$ cat config.mk
export PLATFORM = sky130hd
export DESIGN_NAME = mask_morph3x3
export DESIGN_NICKNAME = d
export VERILOG_FILES = /design/src/rtl/mask_morph_pkg.sv /design/src/rtl/mask_win3x3.sv /design/src/rtl/mask_morph3x3.sv
export SDC_FILE = /design/constraint.sdc
export NUM_CORES = 2
export LEC_CHECK = 0
export BUFFER_PORTS_ARGS = -buffer_cell sky130_fd_sc_hd__buf_2
export CORE_AREA = 2 2 403 405
export CTS_BUF_LIST = sky130_fd_sc_hd__clkbuf_2 sky130_fd_sc_hd__clkbuf_4 sky130_fd_sc_hd__clkbuf_8
export CTS_CLUSTER_DIAMETER = 120
export DETAILED_ROUTE_END_ITERATION = 12
export DIE_AREA = 0 0 405 407
export HOLD_SLACK_MARGIN = 0.12
export PLACE_DENSITY = 0.82
export SYNTH_ARGS = -nofsm -noshare
export SYNTH_HDL_FRONTEND = slang
export SYNTH_HIERARCHICAL = 1
export SYNTH_SLANG_ARGS = --single-unit
export TNS_END_PERCENT = 50
$ cat constraint.sdc
create_clock -name video_pclk -period 56.5 [get_ports video_pclk]
set_input_delay 5.65 -clock video_pclk [delete_from_list [all_inputs] [get_ports video_pclk]]
set_output_delay 5.65 -clock video_pclk [all_outputs]
set_load 0.02 [all_outputs]
$ cat src/rtl/mask_morph_pkg.sv
// Shared types and constants for the 3x3 binary mask morphology pipeline.
// Window layout: [col][row], col 2 newest; row 0 current line, row 2 two lines up.
package mask_morph_pkg;

  localparam int LAT_ERODE = 2;
  localparam int LAT_OPEN  = 4;
  localparam int WIN_MIN   = 2;

  typedef logic [2:0][2:0] win3x3_t;

  typedef enum logic {
    OP_AND = 1'b0,
    OP_OR  = 1'b1
  } red_op_e;

endpackage

$ cat src/rtl/mask_win3x3.sv
// 3x3 binary window (AND = erosion, OR = dilation) with two line buffers and border masking.
// Latency 2 cycles, one output beat per input beat, result centred on (r-1,c-1).
// No backpressure: input beats are always accepted; window and counters hold while i_de is low.
module mask_win3x3
  import mask_morph_pkg::*;
#(
  parameter int      COL = 1280,
  parameter int      ROW = 720,
  parameter red_op_e OP  = OP_AND
) (
  input  logic i_clk,
  input  logic i_rst_n,
  input  logic i_de,
  input  logic i_bit,
  output logic o_de,
  output logic o_bit
);

  localparam int CW = (COL > 1) ? $clog2(COL) : 1;
  localparam int RW = (ROW > 1) ? $clog2(ROW) : 1;

  logic [CW-1:0] r_col;
  logic [RW-1:0] r_row;
  logic          r_lb1 [COL];
  logic          r_lb2 [COL];
  win3x3_t       r_win;
  logic          r_msk;
  logic          r_de1;
  logic          r_de2;
  logic          r_out;
  logic          w_l1;
  logic          w_l2;
  logic          w_red;

  assign w_l1  = r_lb1[r_col];
  assign w_l2  = r_lb2[r_col];
  assign w_red = (OP == OP_OR) ? (|r_win) : (&r_win);

  // Line buffers are never cleared; the border mask hides stale contents.
  always_ff @(posedge i_clk) begin
    if (i_rst_n && i_de) begin
      r_lb1[r_col] <= i_bit;
      r_lb2[r_col] <= w_l1;
    end
  end

  always_ff @(posedge i_clk) begin
    if (!i_rst_n) begin
      r_col <= '0;
      r_row <= '0;
      r_win <= '0;
      r_msk <= 1'b0;
      r_de1 <= 1'b0;
      r_de2 <= 1'b0;
      r_out <= 1'b0;
    end else begin
      r_de1 <= i_de;
      r_de2 <= r_de1;
      if (i_de) begin
        r_win[0] <= r_win[1];
        r_win[1] <= r_win[2];
        r_win[2] <= {w_l2, w_l1, i_bit};
        // col >= 2 also guarantees the window never straddles a line wrap
        r_msk    <= (r_row >= RW'(WIN_MIN)) && (r_col >= CW'(WIN_MIN));
        if (r_col == CW'(COL - 1)) begin
          r_col <= '0;
          r_row <= (r_row == RW'(ROW - 1)) ? '0 : r_row + 1'b1;
        end else begin
          r_col <= r_col + 1'b1;
        end
      end
      if (r_de1) begin
        r_out <= w_red & r_msk;
      end
    end
  end

  assign o_de  = r_de2;
  assign o_bit = r_out;

endmodule

$ cat src/rtl/mask_morph3x3.sv
// 3x3 morphological filter on a skin mask: erosion, or opening when MASK_MORPH_OPEN_EN is defined.
// Latency 2 cycles (erosion) or 4 cycles (opening); output centred on (r-1,c-1) or (r-2,c-2).
// No backpressure: every in_data_de beat yields exactly one out_data_de beat.
module mask_morph3x3
  import mask_morph_pkg::*;
#(
  parameter int COL = 1280,
  parameter int ROW = 720
) (
  input  logic       video_pclk,
  input  logic       rst_n,
  input  logic       in_data_de,
  input  logic [7:0] in_data,
  output logic       out_data_de,
  output logic       out_data
);

  logic w_mask_bit;
  logic w_ero_de;
  logic w_ero_bit;

  assign w_mask_bit = |in_data;

  mask_win3x3 #(
    .COL (COL),
    .ROW (ROW),
    .OP  (OP_AND)
  ) u_erode (
    .i_clk   (video_pclk),
    .i_rst_n (rst_n),
    .i_de    (in_data_de),
    .i_bit   (w_mask_bit),
    .o_de    (w_ero_de),
    .o_bit   (w_ero_bit)
  );

`ifdef MASK_MORPH_OPEN_EN
  // Dilation restarts its own raster count on the erosion output stream.
  mask_win3x3 #(
    .COL (COL),
    .ROW (ROW),
    .OP  (OP_OR)
  ) u_dilate (
    .i_clk   (video_pclk),
    .i_rst_n (rst_n),
    .i_de    (w_ero_de),
    .i_bit   (w_ero_bit),
    .o_de    (out_data_de),
    .o_bit   (out_data)
  );
`else
  assign out_data_de = w_ero_de;
  assign out_data    = w_ero_bit;
`endif

endmodule

==> reports/metrics.yaml <==
finalInstanceArea_um2: 114500
synth.yosys.seq_area_share: 0.7396
final_cells: 8435
vdd_drop_max_v: 0.00002805
clk_transition_reported_paths_ps: 60
worstSkewPairLatency_ps: 1090
utilization: 0.7148
clk_path_buf_depth: 4
root_buffer: "clkbuf_8"
cp_common_cell: "buf_4"
finalSetupViolations: 0
yosysWarnings: 7
placed_cells: 7737
area.growth.synth_to_final_pct: 8.888
first_pass_iters: 9
worst-setup-path-type: "input port to flop"
fin_ws_ps: 47630
slew_headroom: -0.02978
drc_errors: 0
reg2reg_slack_ps: 47780
crit_slowest_cell: "buf_4"
antenna_found_initial: 12
path_max_fanout: 227
synth-main-ff-cell: "edfxtp_1"
critPathBufInv: 4
cts_setup_buffers: 0
die_y_um: 407
reg2regPathDepth: 13
p_sw_uw: 796.3
worst_pin_slew_ps: 1534
viasPerCell: 7.276
yosysUniqueCellTypes: 73
core_area_um2: 160200
syn_area_per_cell_um2: 17.73
dieArea_um2: 164800
portBuffers: 12
grt_pass1_wl_um: 416600
power_density_nw_per_um2: 32.79
drt_iter0_drc: 11470
grt_usage: 0.3615
holdBufCountCts: 0
drive_gt1_frac: 0.2285
hold_path_depth: 1
place_congestion: 0.8554
seqPwrFrac: 0.567
fin_crit_ps: 8875
syn_area_um2: 105200
cp_cell_sequence: "buf_2 > nor4_1 > nand2_4 > buf_12 > buf_4 > buf_4"
cts_tree: "built"
vias: 61380
die_x_um: 405
hpwlAfterDp_um: 157500
violations: "max-capacitance violations, max-slew violations"
crit_family: "buffers and inverters"
p_sw_frac: 0.2121
grt_remaining_overflow: 0
grt_pass1_vias: 60510
status: "finished with violations"
hold_violations: 0
ioPinCount: 13
required_ps: 57160
grt_max_degree: 284
cp-end-kind: "flop"
htree_levels: 5
wl_per_cell_um: 34.94
initial_core_util: 0.6564
cp_slowest_stage_delay_ps: 1020
std_cell_rows: 147
hold_start: "u_erode/r_de1"
ys_ff_latch: 2605
cp-start-kind: "input port"
async_flop_share: 0
cp.arrival_ps: 9540
detail-route-antenna-nets: 0
wirelength_um: 294700
cts_made_buffers: 406
synth_fp_nets: 5948
max-cap-violations: 1
finalSetupTns_ps: 0
r2r-end: "u_erode/r_lb2[51]"
power_frac_clock: 0.399
fin_skew_ps: 66.99
period_share: 0.1571
whs_endpoint: "u_erode/o_de"
rsz0062_at_grt: "false"
layout.nets: 6002
p_leak_uw: 0.03750
synthCells: 5931
min_path_type: "flop to flop"
clock-sinks: 2605
cts_resized: 0
fmax_ghz: 0.1127
drv_slew: 2
combinationalPowerShare: 0.034
place_area_um2: 107000
p_int_uw: 2958
synth_edf_count: 2560
pre_cts_slack_ps: 46760
[cell families (layout without fill, tap and decap cells)]
logic type / after synthesis / in the layout / synth area share
buffers and inverters: 512 / 847 / 0.02303
muxes: 727 / 727 / 0.1429
other: 0 / 9 / 0
DFF: 2605 / 2605 / 0.7396
adders and majority gates: 6 / 6 / 0.0007139
and+or+nand+nor: 1668 / 1668 / 0.06469
xor gates and xnor gates: 15 / 15 / 0.001249
AOI/OAI and AO/OA: 398 / 398 / 0.02787
[per-layer routing]
metal | GRT usage | vias up | part of all wire
met5 | 0.0008921 | - | 0.00073
met4 | 0.1961 | 22 | 0.061
met3 | 0.1183 | 1149 | 0.17
met2 | 0.5383 | 6087 | 0.45
met1 | 0.4809 | 30670 | 0.32
li1 | - | 23450 | -
[cells in the mapped netlist (15+ instances only)]
library cell     n  area, µm²
edfxtp_1      2560      76870
nor2_1        1318       4947
mux4_2         614      13830
clkbuf_1       334       1254
a22oi_1        216       1622
nand2_1        128      480.5
mux2i_1         98      980.9
nand4_1         62      387.9
buf_1           60      225.2
buf_2           53      265.3
dfxtp_1         45      900.9
nand3_1         34      170.2
a21oi_1         32      160.2
o22ai_1         27      168.9
nor2b_1         24      150.1
inv_1           20      75.07
nor3_1          19      95.09
o221ai_1        19      166.4
o21ai_0         16      80.08
and2_1          15      93.84
nand2b_1        15      93.84
[stage by stage]
step                      hold slack, ps  total power [µW]
after floorplan                    429.8              2329
after detailed placement           483.6              2294
final                              491.5              3755
after global routing               523.3              3842
after global placement             439.5              2292
after CTS                          498.5              3758
[power groups by stage]
| stage | clock (µW) | combinational (µW) | sequential [µW] |
|---|---|---|---|
| after CTS | 1500 | 124 | 2130 |
| after global placement | 0 | 122 | 2170 |
| final | 1500 | 126 | 2130 |
| after global routing | 1580 | 131 | 2130 |
| after floorplan | 0 | 90.7 | 2240 |
| after detailed placement | 0 | 124 | 2170 |
[sequential cells by signal, summed over array words and instances (netlist names), named ones only]
name,flops
u_erode/o_bit,1
u_erode/o_de,1
u_erode/r_col,11
u_erode/r_de1,1
u_erode/r_lb1,1280
u_erode/r_lb2,1280
u_erode/r_msk,1
u_erode/r_row,10
u_erode/r_win,9
[worst max-delay path by stage]
| stage | from | to | slack [ps] | cells after the start |
|---|---|---|---|---|
| after floorplan | flop | u_erode/r_lb2[0] | 13170 | 12 |
| after global placement | in_data[4] | u_erode/r_lb1[564] | 46920 | 6 |
| after detailed placement | in_data[4] | u_erode/r_lb1[553] | 46760 | 6 |
| after CTS | flop | u_erode/r_lb2[49] | 47870 | 13 |
| after global routing | flop | u_erode/r_lb2[51] | 47300 | 13 |
| final | in_data[7] | u_erode/r_lb1[561] | 47630 | 6 |
[cell usage in the layout (no fill, tap or decap), types with 11 or more instances in the layout]
cell type  count
nand4_1       62
nand2_1       95
nand2_4       33
o211ai_1      11
inv_1         20
o221ai_1      19
a22oi_1      216
a211oi_1      11
clkinv_1      88
nor4_1        12
and2_1        15
nor2_1      1314
a21oi_1       31
nand3_1       34
buf_4        115
o22ai_1       27
nor3_1        16
clkinv_2      38
buf_2         12
dfxtp_1       38
edfxtp_1    2560
clkbuf_8     421
o21ai_0       16
mux2_2        11
mux2i_1       98
clkbuf_4     134
nor2b_1       24
mux4_2       614
nand2b_1      15
[final cells by class]
type                    instances  area, µm²
flip-flops and latches       2605      77800
fillers                      9119      45690
multi-input cells            2814      25320
clock buffers                 555       6800
well taps                    2160       2703
repair buffers                136       1104
clock inverters               134      674.4
inverters                      22      82.58
diodes                          9      22.52
No activity file was read; power rests on OpenSTA's default activity.
